--- config.mk ---
export PLATFORM = sky130hd
export DESIGN_NAME = data_mem_responder_flat
export DESIGN_NICKNAME = d
export VERILOG_FILES = /design/src/rtl/data_mem_responder_if.sv /design/src/rtl/data_mem_responder.sv /design/src/flat_wrapper.sv
export SDC_FILE = /design/constraint.sdc
export NUM_CORES = 2
export LEC_CHECK = 0
export ABC_AREA = 1
export CORE_UTILIZATION = 54
export CTS_CLUSTER_DIAMETER = 100
export DETAILED_ROUTE_END_ITERATION = 7
export GPL_TIMING_DRIVEN = 0
export PLACE_DENSITY = 0.71
export SETUP_SLACK_MARGIN = 0.1
export SYNTH_ARGS = -nofsm -noshare
export SYNTH_HDL_FRONTEND = slang
export SYNTH_SLANG_ARGS = --single-unit
--- constraint.sdc ---
create_clock -name clk -period 3 [get_ports clk]
set_input_delay 0.6 -clock clk [delete_from_list [all_inputs] [get_ports clk]]
set_output_delay 0.6 -clock clk [all_outputs]
set_load 0.03 [all_outputs]
--- src/rtl/data_mem_responder_if.sv ---
// Request/response bus between the CPU MEM stage (master) and the
// data-memory responder (slave). Both channels use valid/ready handshakes.
interface data_mem_responder_if #(
    parameter int BIT_WIDTH = 32
);
    logic                 req_valid;
    logic                 req_ready;
    logic                 req_we;
    logic [31:0]          req_addr;
    logic [BIT_WIDTH-1:0] req_wdata;
    logic [3:0]           req_be;
    logic                 rsp_valid;
    logic                 rsp_ready;
    logic [BIT_WIDTH-1:0] rsp_rdata;
    logic                 rsp_err;

    modport master (
        output req_valid, req_we, req_addr, req_wdata, req_be, rsp_ready,
        input  req_ready, rsp_valid, rsp_rdata, rsp_err
    );

    modport slave (
        input  req_valid, req_we, req_addr, req_wdata, req_be, rsp_ready,
        output req_ready, rsp_valid, rsp_rdata, rsp_err
    );
endinterface

--- src/rtl/data_mem_responder.sv ---
// Data-memory responder: one outstanding load/store at a time, serviced
// from internal word storage after LATENCY wait cycles.
// Optional macro DMEM_RANGE_CHECK_EN: byte addresses >= ENTRY_COUNT*4 fault
// instead of wrapping modulo ENTRY_COUNT.
module data_mem_responder #(
    parameter int BIT_WIDTH   = 32,
    parameter int ENTRY_COUNT = 32,
    parameter int LATENCY     = 2
) (
    input  logic                 clk,
    input  logic                 rst,
    data_mem_responder_if.slave  bus
);
    localparam int         IDX_W = $clog2(ENTRY_COUNT);
    localparam logic [3:0] LAT_C = 4'(LATENCY);

    typedef enum logic [1:0] {
        ST_IDLE = 2'd0,
        ST_WAIT = 2'd1,
        ST_RESP = 2'd2
    } state_t;

    state_t               state_q, state_d;
    logic [3:0]           cnt_q, cnt_d;
    logic                 we_q, we_d;
    logic [31:0]          addr_q, addr_d;
    logic [BIT_WIDTH-1:0] wdata_q, wdata_d;
    logic [3:0]           be_q, be_d;
    logic                 req_ready_q, req_ready_d;
    logic                 rsp_valid_q, rsp_valid_d;
    logic [BIT_WIDTH-1:0] rsp_rdata_q, rsp_rdata_d;
    logic                 rsp_err_q, rsp_err_d;
    logic [BIT_WIDTH-1:0] mem_q [ENTRY_COUNT];

    logic                 acc_we_s;
    logic [31:0]          acc_addr_s;
    logic [BIT_WIDTH-1:0] acc_wdata_s;
    logic [3:0]           acc_be_s;
    logic [IDX_W-1:0]     idx_s;
    logic                 err_s;
    logic                 enter_resp_s;
    logic                 wr_en_s;

    // Access operands: with zero latency the access runs on the accept edge,
    // so the live request is used in IDLE and the latched copy otherwise.
    always_comb begin
        if (state_q == ST_IDLE) begin
            acc_we_s    = bus.req_we;
            acc_addr_s  = bus.req_addr;
            acc_wdata_s = bus.req_wdata;
            acc_be_s    = bus.req_be;
        end else begin
            acc_we_s    = we_q;
            acc_addr_s  = addr_q;
            acc_wdata_s = wdata_q;
            acc_be_s    = be_q;
        end
        idx_s = acc_addr_s[IDX_W+1:2];
`ifdef DMEM_RANGE_CHECK_EN
        err_s = (acc_addr_s[1:0] != 2'b00) ||
                (acc_addr_s >= 32'(ENTRY_COUNT * 4));
`else
        err_s = (acc_addr_s[1:0] != 2'b00);
`endif
    end

    // Next-state, request latch and registered-output next values.
    always_comb begin
        state_d      = state_q;
        cnt_d        = cnt_q;
        we_d         = we_q;
        addr_d       = addr_q;
        wdata_d      = wdata_q;
        be_d         = be_q;
        enter_resp_s = 1'b0;
        case (state_q)
            ST_IDLE: begin
                if (bus.req_valid) begin
                    we_d    = bus.req_we;
                    addr_d  = bus.req_addr;
                    wdata_d = bus.req_wdata;
                    be_d    = bus.req_be;
                    cnt_d   = LAT_C;
                    if (LAT_C == 4'd0) begin
                        state_d      = ST_RESP;
                        enter_resp_s = 1'b1;
                    end else begin
                        state_d = ST_WAIT;
                    end
                end else begin
                    state_d = ST_IDLE;
                end
            end
            ST_WAIT: begin
                if (cnt_q <= 4'd1) begin
                    state_d      = ST_RESP;
                    cnt_d        = 4'd0;
                    enter_resp_s = 1'b1;
                end else begin
                    cnt_d = 4'(cnt_q - 4'd1);
                end
            end
            ST_RESP: begin
                if (bus.rsp_ready) begin
                    state_d = ST_IDLE;
                end else begin
                    state_d = ST_RESP;
                end
            end
            default: begin
                state_d = ST_IDLE;
                cnt_d   = 4'd0;
            end
        endcase

        req_ready_d = (state_d == ST_IDLE);
        rsp_valid_d = (state_d == ST_RESP);
        if (enter_resp_s) begin
            rsp_err_d   = err_s;
            rsp_rdata_d = (err_s || acc_we_s) ? '0 : mem_q[idx_s];
        end else if (state_d == ST_IDLE) begin
            rsp_err_d   = 1'b0;
            rsp_rdata_d = '0;
        end else begin
            rsp_err_d   = rsp_err_q;
            rsp_rdata_d = rsp_rdata_q;
        end
        wr_en_s = enter_resp_s && acc_we_s && !err_s;
    end

    // Control/state registers; a reset drops any in-flight request.
    always_ff @(posedge clk or negedge rst) begin
        if (!rst) begin
            state_q     <= ST_IDLE;
            cnt_q       <= 4'd0;
            we_q        <= 1'b0;
            addr_q      <= 32'd0;
            wdata_q     <= '0;
            be_q        <= 4'd0;
            req_ready_q <= 1'b1;
            rsp_valid_q <= 1'b0;
            rsp_rdata_q <= '0;
            rsp_err_q   <= 1'b0;
        end else begin
            state_q     <= state_d;
            cnt_q       <= cnt_d;
            we_q        <= we_d;
            addr_q      <= addr_d;
            wdata_q     <= wdata_d;
            be_q        <= be_d;
            req_ready_q <= req_ready_d;
            rsp_valid_q <= rsp_valid_d;
            rsp_rdata_q <= rsp_rdata_d;
            rsp_err_q   <= rsp_err_d;
        end
    end

    // Word storage with per-byte-lane writes on entry into RESP.
    always_ff @(posedge clk or negedge rst) begin
        if (!rst) begin
            for (int i = 0; i < ENTRY_COUNT; i++) begin
                mem_q[i] <= '0;
            end
        end else if (wr_en_s) begin
            for (int b = 0; b < 4; b++) begin
                if (acc_be_s[b]) begin
                    mem_q[idx_s][8*b +: 8] <= acc_wdata_s[8*b +: 8];
                end
            end
        end
    end

    assign bus.req_ready = req_ready_q;
    assign bus.rsp_valid = rsp_valid_q;
    assign bus.rsp_rdata = rsp_rdata_q;
    assign bus.rsp_err   = rsp_err_q;
endmodule

--- src/flat_wrapper.sv ---
// flat-port wrapper written by rule: the top's interface ports become plain ports
module data_mem_responder_flat 
#(
    parameter int BIT_WIDTH   = 32,
    parameter int ENTRY_COUNT = 32,
    parameter int LATENCY     = 2
)
  (clk, rst, bus_req_valid, bus_req_we, bus_req_addr, bus_req_wdata, bus_req_be, bus_rsp_ready, bus_req_ready, bus_rsp_valid, bus_rsp_rdata, bus_rsp_err);
  data_mem_responder_if #(.BIT_WIDTH(BIT_WIDTH)) bus_i ();
  input  logic clk;
  input  logic rst;
  input wire logic [$bits(bus_i.req_valid)-1:0] bus_req_valid;
  input wire logic [$bits(bus_i.req_we)-1:0] bus_req_we;
  input wire logic [$bits(bus_i.req_addr)-1:0] bus_req_addr;
  input wire logic [$bits(bus_i.req_wdata)-1:0] bus_req_wdata;
  input wire logic [$bits(bus_i.req_be)-1:0] bus_req_be;
  input wire logic [$bits(bus_i.rsp_ready)-1:0] bus_rsp_ready;
  output wire logic [$bits(bus_i.req_ready)-1:0] bus_req_ready;
  output wire logic [$bits(bus_i.rsp_valid)-1:0] bus_rsp_valid;
  output wire logic [$bits(bus_i.rsp_rdata)-1:0] bus_rsp_rdata;
  output wire logic [$bits(bus_i.rsp_err)-1:0] bus_rsp_err;
  assign bus_i.req_valid = bus_req_valid;
  assign bus_i.req_we = bus_req_we;
  assign bus_i.req_addr = bus_req_addr;
  assign bus_i.req_wdata = bus_req_wdata;
  assign bus_i.req_be = bus_req_be;
  assign bus_i.rsp_ready = bus_rsp_ready;
  assign bus_req_ready = bus_i.req_ready;
  assign bus_rsp_valid = bus_i.rsp_valid;
  assign bus_rsp_rdata = bus_i.rsp_rdata;
  assign bus_rsp_err = bus_i.rsp_err;
  data_mem_responder #(.BIT_WIDTH(BIT_WIDTH), .ENTRY_COUNT(ENTRY_COUNT), .LATENCY(LATENCY)) u_core (.clk(clk), .rst(rst), .bus(bus_i));
endmodule
==> flow_summary_export.csv <==
group,metric,value,unit
logic_synthesis,syn_nets,7568,
timing,slew_violations,0,
clocking,cts_hold_buf,0,
drt,antenna_left,0,
layout,final_common_cell,"nand2_1",
clocking,numCtsBuffers,117,
critical_path,criticalPathCategory,"register to register",
logic_synthesis,synth_seq_cells,1109,
power_and_ir_drop,p_sw_share,51.8,%
logic_synthesis,synth_top_area_share,51.1,%
grt,grt_pass1_wl,327000,um
floorplanning,die_w,319,um
grt,grt_pass1_vias,48869,
grt,grt_max_degree,176,
drt,first_iter_violations,7878,
floorplanning,dieArea,102000,sq um
timing,period_minus_slack,2.93,ns
run_status,failed_checks,"DRC, hold timing",
logic_synthesis,yosys-top-cells-area,"dfrtp_1 (51%), nand2_1 (23%), o21ai_0 (9.3%), inv_1 (5.8%), o21ai_1 (2.8%)",
layout,final_cell_mix,"nand2_1 (3229), dfrtp_1 (1107), o21ai_0 (976)",
floorplanning,initial_core_util,54.8,%
clocking,worstSkewPairLatency,0.76,ns
layout,finish.utilization,64.1,%
drt,firstDrtPassIters,8,
timing,max_freq,0.341,GHz
critical_path,r2r_start,"u_core.state_q[1]",
timing,worst_pin_slew,1.35,ns
place,io_buffers,82,
logic_synthesis,synthMuxAreaShare,0,%
drt,dr_total_vias,53157,
timing,rsz0062_at_grt,"yes",
power_and_ir_drop,ir_worst_vdd,1210,uV
timing,finalCritPeriodShare,97.8,%
power_and_ir_drop,p_switching,37600,uW
clocking,root_buffer,"clkbuf_16",
run,drv_cap,0,
logic_synthesis,synth-edff-count,0,
logic_synthesis,synth_compound_area_share,12.5,%
power_and_ir_drop,seqPwrFrac,23.8,%
clocking,path_clk_slew,0.06,ns
critical_path,path_max_fanout,10,
grt,grt_antenna_before_repair,8,
floorplanning,io_pins,108,
logic_synthesis,syn_inst,7493,
logic_synthesis,synth_area,54200,sq um
critical_path,worst_setup_path_end_kind,"register",
logic_synthesis,synth-simple-area-share,26.9,%
grt,gr-total-overflow,0,
floorplanning,num_rows,115,
clocking,cts_buffer_depth,3,
place,dp_worst_setup_slack,-1.75,ns
critical_path,cp-startpoint,"u_core.state_q[1]",
timing,hold_viol,8,
power_and_ir_drop,power.internal,35000,uW
layout,fillers,9008,
timing,timing.slew.headroom,8.78,%
drt,routed_via_density,5.81,
layout,area_growth,17.0,%
logic_synthesis,synth_top_area_cell,"dfrtp_1",
logic_synthesis,synth_flop_cell,"dfrtp_1",
critical_path,startpoint_type,"register",
layout,drive_gt1_share,10.9,%
clocking,h-tree-depth,3,
timing,timing.final.ws_setup,0.0674,ns
timing,fin_worst_skew,0.0335,ns
power_and_ir_drop,combPwrFrac,54.9,%
grt,grtUsageTotal,44.4,%
logic_synthesis,synth_warnings,0,
critical_path,cp.arrival,3.54,ns
place,gp_congestion,1.06,
layout,nets,7824,
place,dpl.hpwl,162000,um
critical_path,timing.critical_path.required,3.61,ns
floorplanning,core,99000,sq um
power_and_ir_drop,power.density,1140,nW/um^2
drt,drc,2,
logic_synthesis,ys_seq_area_share,51.2,%
timing,finalSetupViolations,0,
logic_synthesis,synthArstFlopShare,100,%
logic_synthesis,synthAdderAreaFrac,0.0461,%
power_and_ir_drop,leakagePower,0.0310,uW
drt,wirelength,227000,um
timing,holdWs,-0.0531,ns
worst_hold_path,hp-class,"primary input to async pin",
run_status,status,"finished, violations left",
clocking,cts_tree,"yes",
drt,wl_per_cell,24.8,um
logic_synthesis,avgSynthCellArea,7.24,sq um
power_and_ir_drop,power_frac_clock,21.3,%
clocking,clkSinkCount,1109,
timing,fin_setup_tns,0,ns
logic_synthesis,synthXorXnorAreaFrac,0.0323,%
logic_synthesis,synth_top_family_by_area,"simple AND/OR/NAND/NOR gates",
floorplanning,dieHeight,319,um
logic_synthesis,yosysUniqueCellTypes,30,
-- routing by layer --
metal / global-route usage [%] / part of all wire (%) / vias up
met5: 1.65 / 0.14 / -
met4: 26.6 / 7.2 / 16
met3: 18.2 / 15 / 801
met2: 61.0 / 40 / 3490
met1: 58.4 / 38 / 25240
li1: - / - / 23610
-- power by group through the flow --
stage | Combinational, uW | Sequential [uW] | Clock [uW]
finish | 39800 | 17300 | 15500
global route | 40900 | 17400 | 16100
CTS | 36300 | 17200 | 15500
detailed placement | 34100 | 17400 | 0
global placement | 33600 | 17500 | 0
floorplan | 17700 | 17500 | 0
-- critical path: stages, from the launching register on --
cell	delay [ns]
dfrtp_1	0.42
inv_1	0.18
nand2_4	0.17
nand2_4	0.31
clkbuf_2	0.63
nand3_1	0.16
nand2_1	0.11
nand2_1	0.05
nand2_1	0.06
nand2_1	0.20
nand2_1	0.13
nor2_1	0.05
nand3_1	0.21
nand2_1	0.08
-- synth_stat cells, types with 3 or more instances --
cell	n
buf_1	18
clkbuf_1	372
o21ai_1	307
inv_2	8
a21oi_1	20
o21ai_2	4
buf_2	67
nand2_2	40
nor3_4	3
nor2_2	19
inv_1	841
o21ai_0	1009
dfrtp_1	1108
buf_6	3
nor2_1	86
nand3_1	202
nand3b_1	32
nand2_1	3323
nor2_4	4
buf_4	11
-- kinds of logic (layout without fill, tap and decap cells) --
kind of cell             after synthesis  count (layout)
adder cells (fa/ha/maj)                2               2
flip-flops                          1109            1109
AND/OR/NAND/NOR                     3716            3716
buffers and inverters               1320            1675
other                                  0               9
AO/OA/AOI/OAI                       1344            1344
XOR/XNOR                               2               2
-- per-stage QoR --
step,hold WS [ns],power (uW),std cells,area [sq um]
2_1_floorplan,0.304,35200,7493,54200
3_3_place_gp,0.459,51100,8862,56700
3_5_place_dp,0.465,51500,8875,56900
4_1_cts,0.0276,69000,9131,62700
5_1_grt,0.0351,74400,9136,63400
6_report,-0.0531,72600,9144,63500
-- flip-flops by register name, indices dropped and copies added (netlist names) --
name,cells
u_core.wdata_q,32
u_core.bus.rsp_rdata,32
u_core.be_q,4
u_core.state_q,2
u_core.bus.rsp_valid,1
u_core.bus.req_ready,1
u_core.cnt_q,4
u_core.bus.rsp_err,1
u_core.mem_q,1024
u_core.we_q,1
u_core.addr_q,7
-- worst paths after layout --
| path | endpoint | slack (ns) | cells past startpoint |
|---|---|---|---|
| max in group asynchronous | u_core.mem_q[30] | 0.51 | 5 |
| min | u_core.mem_q[369] | -0.05 | 2 |
| min reg2reg | u_core.bus.rsp_rdata[18] | 0.48 | 2 |
| max | u_core.bus.rsp_rdata[3] | 0.07 | 13 |
| min in group clk | u_core.wdata_q[14] | 0.45 | 3 |
| max reg2reg | u_core.bus.rsp_rdata[3] | 0.07 | 13 |
-- repair_timing --
| action | 4_1_cts | 5_1_grt |
|---|---|---|
| pin swaps | 21 | 8 |
| endpoints found under the setup margin | 1056 | 1109 |
| cloned | 0 | 1 |
| gates resized for setup | 516 | 415 |
| buffers inserted | 38 | 13 |
-- area by class of cell --
| class | instances | area [sq um] | share of cell area, % |
|---|---|---|---|
| flip-flops and latches | 1109 | 27800 | 43.7 |
| multi-input cells | 5064 | 22200 | 35.0 |
| clock buffers | 171 | 3400 | 5.36 |
| inverters | 849 | 3190 | 5.03 |
| plain buffers | 461 | 2970 | 4.68 |
| repair buffers | 147 | 1640 | 2.58 |
| well taps | 1287 | 1610 | 2.54 |
| clock inverters | 47 | 649 | 1.02 |
| diodes | 9 | 22.5 | 0.0355 |
(Power assumes the default switching activity.)
